$ cat src/rtl/branch_predictor_pkg.sv
// Shared types for the IF-stage branch target buffer: counter encoding,
// table entry layout and tag extraction.
package branch_predictor_pkg;

  typedef enum logic [1:0] {
    STRONG_NT = 2'b00,
    WEAK_NT   = 2'b01,
    WEAK_T    = 2'b10,
    STRONG_T  = 2'b11
  } bp_ctr_t;

  // Tag is stored right-justified at full width so the entry layout does not
  // depend on the table size.
  typedef struct packed {
    logic        valid;
    logic [31:0] tag;
    logic [31:0] target;
    bp_ctr_t     ctr;
    logic        is_cond;
  } btb_entry_t;

  function automatic logic [31:0] pc_tag(input logic [31:0] pc, input int unsigned idx_w);
    return pc >> (idx_w + 32'd2);
  endfunction

endpackage

$ cat src/rtl/sat_counter2.sv
// Next-state logic for a 2-bit saturating direction counter.
module sat_counter2
  import branch_predictor_pkg::*;
(
  input  bp_ctr_t ctr,
  input  logic    taken,
  output bp_ctr_t ctr_next
);

  always_comb begin
    ctr_next = ctr;
    if (taken) begin
      if (ctr != STRONG_T) ctr_next = bp_ctr_t'(ctr + 2'd1);
    end else begin
      if (ctr != STRONG_NT) ctr_next = bp_ctr_t'(ctr - 2'd1);
    end
  end

endmodule

$ cat src/rtl/branch_predictor.sv
// Direct-mapped BTB with 2-bit direction counters: combinational lookup for
// fetch, training and mispredict detection from the EX resolution port.
module branch_predictor
  import branch_predictor_pkg::*;
#(
  parameter int unsigned ENTRIES = 16
) (
  input  logic        clk,
  input  logic        resetn,
  input  logic [31:0] if_pc,
  output logic        pred_taken,
  output logic [31:0] pred_target,
  input  logic        ex_valid,
  input  logic [31:0] ex_pc,
  input  logic        ex_is_cond,
  input  logic        ex_taken,
  input  logic [31:0] ex_target,
  input  logic        ex_pred_taken,
  input  logic [31:0] ex_pred_target,
  output logic        mispredict,
  output logic [31:0] redirect_pc,
  output logic [31:0] branch_cnt,
  output logic [31:0] mispred_cnt
);

  localparam int unsigned IDX = $clog2(ENTRIES);

  btb_entry_t     btb_q [ENTRIES];
  logic [31:0]    branch_cnt_q;
  logic [31:0]    mispred_cnt_q;

  logic [IDX-1:0] if_idx;
  logic [IDX-1:0] ex_idx;
  logic           if_hit;
  logic           ex_hit;
  bp_ctr_t        ctr_step;
  btb_entry_t     entry_d;
  logic           update_en;

  assign if_idx = if_pc[IDX+1:2];
  assign ex_idx = ex_pc[IDX+1:2];

  // Lookup; gated by resetn so predictions are not-taken for the whole reset.
  always_comb begin
    if_hit      = btb_q[if_idx].valid && (btb_q[if_idx].tag == pc_tag(if_pc, IDX));
    pred_taken  = resetn && if_hit && (btb_q[if_idx].ctr[1] || !btb_q[if_idx].is_cond);
    pred_target = pred_taken ? btb_q[if_idx].target : if_pc + 32'd4;
  end

  always_comb begin
    mispredict  = ex_valid && ((ex_pred_taken != ex_taken) ||
                               (ex_taken && (ex_pred_target != ex_target)));
    redirect_pc = ex_taken ? ex_target : ex_pc + 32'd4;
  end

  assign ex_hit = btb_q[ex_idx].valid && (btb_q[ex_idx].tag == pc_tag(ex_pc, IDX));

  sat_counter2 u_ctr (
    .ctr      (btb_q[ex_idx].ctr),
    .taken    (ex_taken),
    .ctr_next (ctr_step)
  );

  always_comb begin
    entry_d   = btb_q[ex_idx];
    update_en = 1'b0;
    if (ex_hit) begin
      update_en       = 1'b1;
      entry_d.is_cond = ex_is_cond;
      if (ex_is_cond) begin
        entry_d.ctr = ctr_step;
        if (ex_taken) entry_d.target = ex_target;
      end else begin
        entry_d.target = ex_target;
        entry_d.ctr    = STRONG_T;
      end
    end else if (ex_taken) begin
      // Allocate on a taken miss, evicting whatever aliases at this index.
      update_en       = 1'b1;
      entry_d.valid   = 1'b1;
      entry_d.tag     = pc_tag(ex_pc, IDX);
      entry_d.target  = ex_target;
      entry_d.ctr     = ex_is_cond ? WEAK_T : STRONG_T;
      entry_d.is_cond = ex_is_cond;
    end
  end

  always_ff @(posedge clk or negedge resetn) begin
    if (!resetn) begin
      for (int unsigned i = 0; i < ENTRIES; i++) begin
        btb_q[i].valid   <= 1'b0;
        btb_q[i].tag     <= '0;
        btb_q[i].target  <= '0;
        btb_q[i].ctr     <= WEAK_NT;
        btb_q[i].is_cond <= 1'b0;
      end
      branch_cnt_q  <= '0;
      mispred_cnt_q <= '0;
    end else if (ex_valid) begin
      if (update_en) btb_q[ex_idx] <= entry_d;
      branch_cnt_q <= branch_cnt_q + 32'd1;
      if (mispredict) mispred_cnt_q <= mispred_cnt_q + 32'd1;
    end
  end

  assign branch_cnt  = branch_cnt_q;
  assign mispred_cnt = mispred_cnt_q;

endmodule

$ cat config.mk
export PLATFORM = sky130hd
export DESIGN_NAME = branch_predictor
export DESIGN_NICKNAME = d
export VERILOG_FILES = /design/src/rtl/branch_predictor_pkg.sv /design/src/rtl/sat_counter2.sv /design/src/rtl/branch_predictor.sv
export SDC_FILE = /design/constraint.sdc
export NUM_CORES = 2
export LEC_CHECK = 0
export CAP_MARGIN = 10
export CORE_AREA = 2 2 459 461
export DETAILED_ROUTE_END_ITERATION = 10
export DIE_AREA = 0 0 461 463
export GPL_ROUTABILITY_DRIVEN = 0
export REMOVE_ABC_BUFFERS = 1
export SLEW_MARGIN = 20
export SYNTH_ARGS = -nofsm -noshare
export SYNTH_HDL_FRONTEND = slang
export SYNTH_HIERARCHICAL = 1
export SYNTH_SLANG_ARGS = --single-unit
$ cat constraint.sdc
create_clock -name clk -period 17.6 [get_ports clk]
set_input_delay 5.28 -clock clk [delete_from_list [all_inputs] [get_ports clk]]
set_output_delay 5.28 -clock clk [all_outputs]
set_load 0.03 [all_outputs]
After elaboration in Yosys (flattened, before gate mapping)
Cells that the tools add are included.
{"block": "word_totals", "output_inout_bits": 130, "in_bits": 134, "elab_cells": 133, "regBits": 1152}
{"block": "op_classes", "n_reduce_logical": 13, "n_mux": 22, "n_bitwise": 2, "magnitude_cmp": 3, "add_sub_neg": 6, "eq_ne": 5}
{"operator": "$bwmux 1088", "n": 1}
{"operator": "$bmux 68 s4", "n": 2}
{"operator": "$mux 68", "n": 6}
{"operator": "$demux 68 s4", "n": 1}
{"operator": "$mux 32", "n": 3}
{"operator": "$add 32x1->32 const B", "n": 2}
{"operator": "$add 32x3->32 const B", "n": 2}
{"operator": "$eq 32x26->1", "n": 2}
{"operator": "$mux 35", "n": 1}
{"operator": "$mux 34", "n": 1}
{"operator": "$mux 33", "n": 1}
{"operator": "$ne 32x32->1", "n": 1}
{"operator": "$ge 5x5->1 const B", "n": 2}
{"operator": "$not 4->5", "n": 2}
{"operator": "$logic_and 1x1->1", "n": 7}
{"operator": "$mux 2", "n": 3}
{"operator": "$lt 5x1->1 const B", "n": 1}
{"operator": "$reduce_and 2->1", "n": 2}
{"operator": "$mux 1", "n": 3}
{"operator": "$add 2x1->2 const B", "n": 1}
{"operator": "$logic_or 1x1->1", "n": 2}
{"operator": "$ne 2x2->1 const B", "n": 1}
{"operator": "$reduce_bool 2->1", "n": 1}
{"operator": "$sub 2x1->2 const B", "n": 1}
{"operator": "other kinds (2)", "n": 2}

Depth between registers and ports, before layout
{"block": "depth", "depth_word": 10, "depth_mapped": 17, "mapped_depth_nobuf": 9}

Modules after synthesis
The synthesis kept the hierarchy.
{"mod": "branch_predictor", "area_per_inst_um2": 62299.8, "cells_each": 4237, "seq_area_each_um2": 28847.7, "instances": 1}
{"mod": "sat_counter2", "area_per_inst_um2": 26.3, "cells_each": 3, "seq_area_each_um2": 0.0, "instances": 1}

Least setup slack after synthesis
OpenSTA, ideal clock, no wires.
{"block": "synth_path", "kind": "input-to-output", "from": "in if_pc[2]", "to": "out pred_target[0]", "setup_slack_ps": 3510, "path_buffers": 6, "cell_stages": 9, "required_ps": 12320, "t_arrival_ps": 8810, "path_cell_list": "clkbuf_1 buf_1 clkbuf_1 clkbuf_1 clkbuf_1 buf_1 mux4_2 mux4_2 mux2_2"}
{"block": "synth_via", "elab_chain_cells": 9, "elab_cells_between_ends": 11, "classes_between": "eq/ne (1); mux (4); bitwise (1); reduce/logical (5)"}
{"item": "start: declaration", "line_no": "branch_predictor.sv:10", "rtl": "input logic [31:0] if_pc,"}
{"item": "$not 4->5 (implied by the code) *", "line_no": "branch_predictor.sv:45, branch_predictor.sv:46, branch_predictor.sv:47"}
{"item": "$bmux 68 s4 *", "line_no": "branch_predictor.sv:45, branch_predictor.sv:46, branch_predictor.sv:47"}
{"item": "$mux 68 (implied by the code) * (2 in a row)", "line_no": "branch_predictor.sv:47", "rtl": "pred_target = pred_taken ? btb_q[if_idx].target : if_pc + 32'd4;"}
{"item": "$eq 32x26->1", "line_no": "branch_predictor.sv:45", "rtl": "if_hit = btb_q[if_idx].valid && (btb_q[if_idx].tag == pc_tag(if_pc, IDX));"}
{"item": "$logic_and 1x1->1", "line_no": "branch_predictor.sv:45"}
{"item": "$logic_and 1x1->1 (2 in a row)", "line_no": "branch_predictor.sv:46", "rtl": "pred_taken = resetn && if_hit && (btb_q[if_idx].ctr[1] || !btb_q[if_idx].is_cond);"}
{"item": "$mux 32 *", "line_no": "branch_predictor.sv:47"}
{"item": "end: declaration", "line_no": "branch_predictor.sv:12", "rtl": "output logic [31:0] pred_target,"}
Mark *: on every way between the ends. The rest lies on a longest branch, timed or not. The select of a mux whose other input is x is not followed.

Worst setup path in the final report
{"block": "layout_path", "from": "in if_pc[3]", "to": "out pred_taken"}
{"block": "layout_via", "elab_chain_cells": 8, "elab_cells_between_ends": 10, "classes_between": "eq/ne (1); mux (3); bitwise (1); reduce/logical (5)"}
{"item": "$not 4->5 (implied by the code) *", "line_no": "branch_predictor.sv:45, branch_predictor.sv:46"}
{"item": "$bmux 68 s4 *", "line_no": "branch_predictor.sv:45, branch_predictor.sv:46"}
{"item": "$mux 68 * (2 in a row)"}
{"item": "$eq 32x26->1", "line_no": "branch_predictor.sv:45"}
{"item": "$logic_and 1x1->1", "line_no": "branch_predictor.sv:45"}
{"item": "$logic_and 1x1->1", "line_no": "branch_predictor.sv:46"}
{"item": "$logic_and 1x1->1 *", "line_no": "branch_predictor.sv:46"}
{"item": "end: declaration", "line_no": "branch_predictor.sv:11", "rtl": "output logic pred_taken,"}
Marked as above.

==> results.md <==
- Dominant combinational cell family by area after synthesis: multiplexers
- Tmin final: 15.42 ns
- Worst R2R Path Depth: 11
- Number of global-route vias before repair: 41.8k
- Setup repair after global routing missed its margin: false
- Total routed wirelength: 210000 um
- CTS HTree Levels: 3
- Avg Synthesized Cell Area: 14.7 um^2
- FP Rows: 168
- Post-Synth Adder-Cell Area: 0.00177
- Fill cell instance count of the final layout: 20.2k
- Clk sinks: 1152
- Critical path's most frequent cell: mux4_2
- Final max-slew violation count: 0
- Most used standard cells in the synthesized netlist: dfrtp_1, mux2_2, mux4_2
- Min-Delay Endpoint: btb_q[885]
- Hold bufs inserted after CTS: 0
- Synth-to-layout area growth: 15.3%
- Compound-Gate Fraction of Synth Area: 0.0212
- Total vias in the final route: 39.8k
- Core outline area: 209000 um^2
- Number of max-cap violations: 0
- Post-layout util: 0.345
- Leak pwr: 30.4 nW
- Cell variety after synth: 74
- Series of cell instances along the critical path: buf_8 -> buf_4 -> mux4_2 -> mux4_2 -> xnor2_1 -> nand4_1 -> or4_1 -> nor3_1 -> clkdlybuf4s50_1
- Slowest library cell on the worst path: clkdlybuf4s50_1
- Period utilization: 0.876
- Post-route insts no fill: 7281
- Remaining max-slew budget at the tightest pin: 0.206
- TritonCTS clock tree: built
- Outcome: complete, no violations
- Final-stage net count: 4508
- Remaining routing DRC violations: 0
- Flops & latches, synth: 1152
- Multi-input combinational cell area: 31700 um^2
- Register area: 28800 um^2
- Syn Std Cell Area: 62300 um^2
- Reg2reg end: btb_q[227]
- Number of enable flip-flop cells after synthesis: 0
- Critical path arrival: 10.14 ns
- Startpoint class of the critical path: input port
- Later-pin clock latency in the skew report: 0.80 ns
- PD cells: 108 nW/um^2
- Antenna Nets Post-Route: 0
- Post-CTS setup repair buffer count: 0
- Starting density of the core: 0.299
- Accumulated negative setup slack: 0 ns
- Vias per cell: 5.46
- Maximum net fanout on the critical path: 85
- Clock Pin Slew Worst Setup and Hold Paths: 0.06 ns
- Antenna violations before repair: 22
- First-pass GRT wire length: 307000 um
- Final setup violation count: 0
- Max frequency: 64.8 MHz
- Share of cells above drive strength 1: 0.428
- Inst Count DP: 7050
- Count leader, synth: dfrtp_1
- Global-route congestion overflow total: 0
- Max Clock Skew: 0.0776 ns
- Total power: 7.74 mW
- Largest buffer count on any clock path: 3
- Critical path class: in -> out
- Hold Path Origin: btb_q[885]
- Share of the synthesized area in the top cell type: 0.456
- Die extent in y: 463 um
- Synthesized instance count: 4240
- I/O pin cnt: 264
- Asr flop ratio synth: 1.00
- Worst reg2reg path startpoint: btb_q[119]
- Top Family by Delay on Critical Path: buffers and inverters
- Overall routing resource usage: 0.196
- Worst hold stages: 2
- Cell at the root of the clock tree: clkbuf_16
- Worst ir drop on vdd: 0.0864 mV
- Share of synthesized area spent on multiplexers: 0.403
- CP bufs+invs: 3
- Xor/xnor share of the synthesized area: 0.0275
- Yosys warning total: 6
- Horiz. Die Dim: 461 um
- Total count of hold-check failures in the final report: 0
- Worst min path class: reg -> reg
- Post-CTS Resized: 0
- Final routed wire length divided by cell count: 28.8 um
- Library cell with the largest summed area after synthesis: dfrtp_1
- Largest cells by area after synthesis: dfrtp_1, mux4_2, mux2_2, xnor2_1, mux2_1
- Die Area: 213000 um^2
- Detailed Route Iter0 Violations: 3471
- Max stage delay on crit path: 0.96 ns
- Worst-case hold slack: 0.468 ns
- DPL Wire Length: 135000 um
- Simple logic cell fraction of the synthesized area: 0.0528
- Port Buffers: 263
- Internal reg-to-reg setup slack: 11.73 ns
- Number of detailed-routing iterations run before antenna repair: 7
- Worst setup EP type: primary output
- CP Data Required Time: 12.32 ns
- Worst-Margin Slew: 1.19 ns
- Sequential area share after synthesis: 0.463
- Largest net degree at the start of global routing: 165
- CTS buffer count: 120
- Commonest register cell after synthesis: dfrtp_1
[final cells by class]
class	instances	share of cell area
Timing Repair Buffer	370	0.0496
Sequential cell	1152	0.402
Antenna cell	9	0.000313
Tap cell	2805	0.0489
Clock buffer	176	0.0496
Multi-Input combinational cell	2675	0.441
Inverter	48	0.00254
Clock inverter	46	0.00665
[registers in the layout (all words and copies together), names as in the netlist]
register	count
btb_q	1088
mispred_cnt	32
branch_cnt	32
[worst max path at each step]
| stage | from | endpoint | slack, ns | cells past startpoint |
|---|---|---|---|---|
| after detailed placement | if_pc[3] | pred_taken | 2.23 | 9 |
| after global routing | if_pc[3] | pred_taken | 2.16 | 9 |
| after CTS | if_pc[3] | pred_taken | 2.22 | 9 |
| after floorplan | if_pc[4] | pred_target[2] | 3.39 | 9 |
| after global placement | if_pc[3] | pred_taken | 2.29 | 9 |
| final | if_pc[3] | pred_taken | 2.18 | 9 |
[routing by layer]
layer / share of wire / global-route usage / vias up
met5: 0.00020 / 0 / -
met4: 0.065 / 0.108 / 8
met3: 0.058 / 0.0317 / 434
met2: 0.47 / 0.310 / 1397
met1: 0.41 / 0.257 / 21521
li1: - / - / 16393
[layout by cell type (no fill, tap or decap), types with 6 or more instances in the layout]
cell and instances:
a211oi_1 14, a21oi_1 21, a22oi_1 21, a31oi_1 6, and3_1 36, and4_1 12, buf_12 8, buf_4 100
clkbuf_1 22, clkbuf_16 121, clkbuf_8 33, clkdlybuf4s50_1 253, clkinv_2 26, dfrtp_1 1136, dfstp_2 16, diode_2 9
ha_1 7, inv_1 44, mux2_1 82, mux2_2 983, mux2i_1 80, mux4_2 546, nand2_1 134, nand2b_1 11
nand3_1 60, nand4_1 37, nor2_1 66, nor2b_1 116, nor3_1 25, nor3_4 12, nor3b_1 6, nor4_1 24
o21ai_0 45, o22ai_1 7, o32ai_1 15, or2_2 17, or3_1 8, xnor2_1 128, xor2_1 68
[stage by stage]
step | worst slack [ns] | instance area, um^2
2_1_floorplan | 3.39 | 60600
3_3_place_gp | 2.29 | 67800
3_5_place_dp | 2.23 | 67800
4_1_cts | 2.22 | 71800
5_1_grt | 2.16 | 71800
6_report | 2.18 | 71800
[power breakdown]
part	switching, mW	internal (mW)	total [mW]
sequential	0.332	3.10	3.43
combinational	0.760	0.925	1.68
clock	1.15	1.48	2.63
[worst min-delay path: stages (launching register included)]
cell and delay (ns):
dfstp_2 0.37, inv_1 0.04, o22ai_1 0.05
[cells by family after synthesis]
kind of cell / Yosys count
fa+ha+maj: 9
xor+xnor: 196
buf+inv: 413
compound gates: 185
flops: 1152
simple gates: 590
mux: 1695
(Power assumes the default switching activity.)
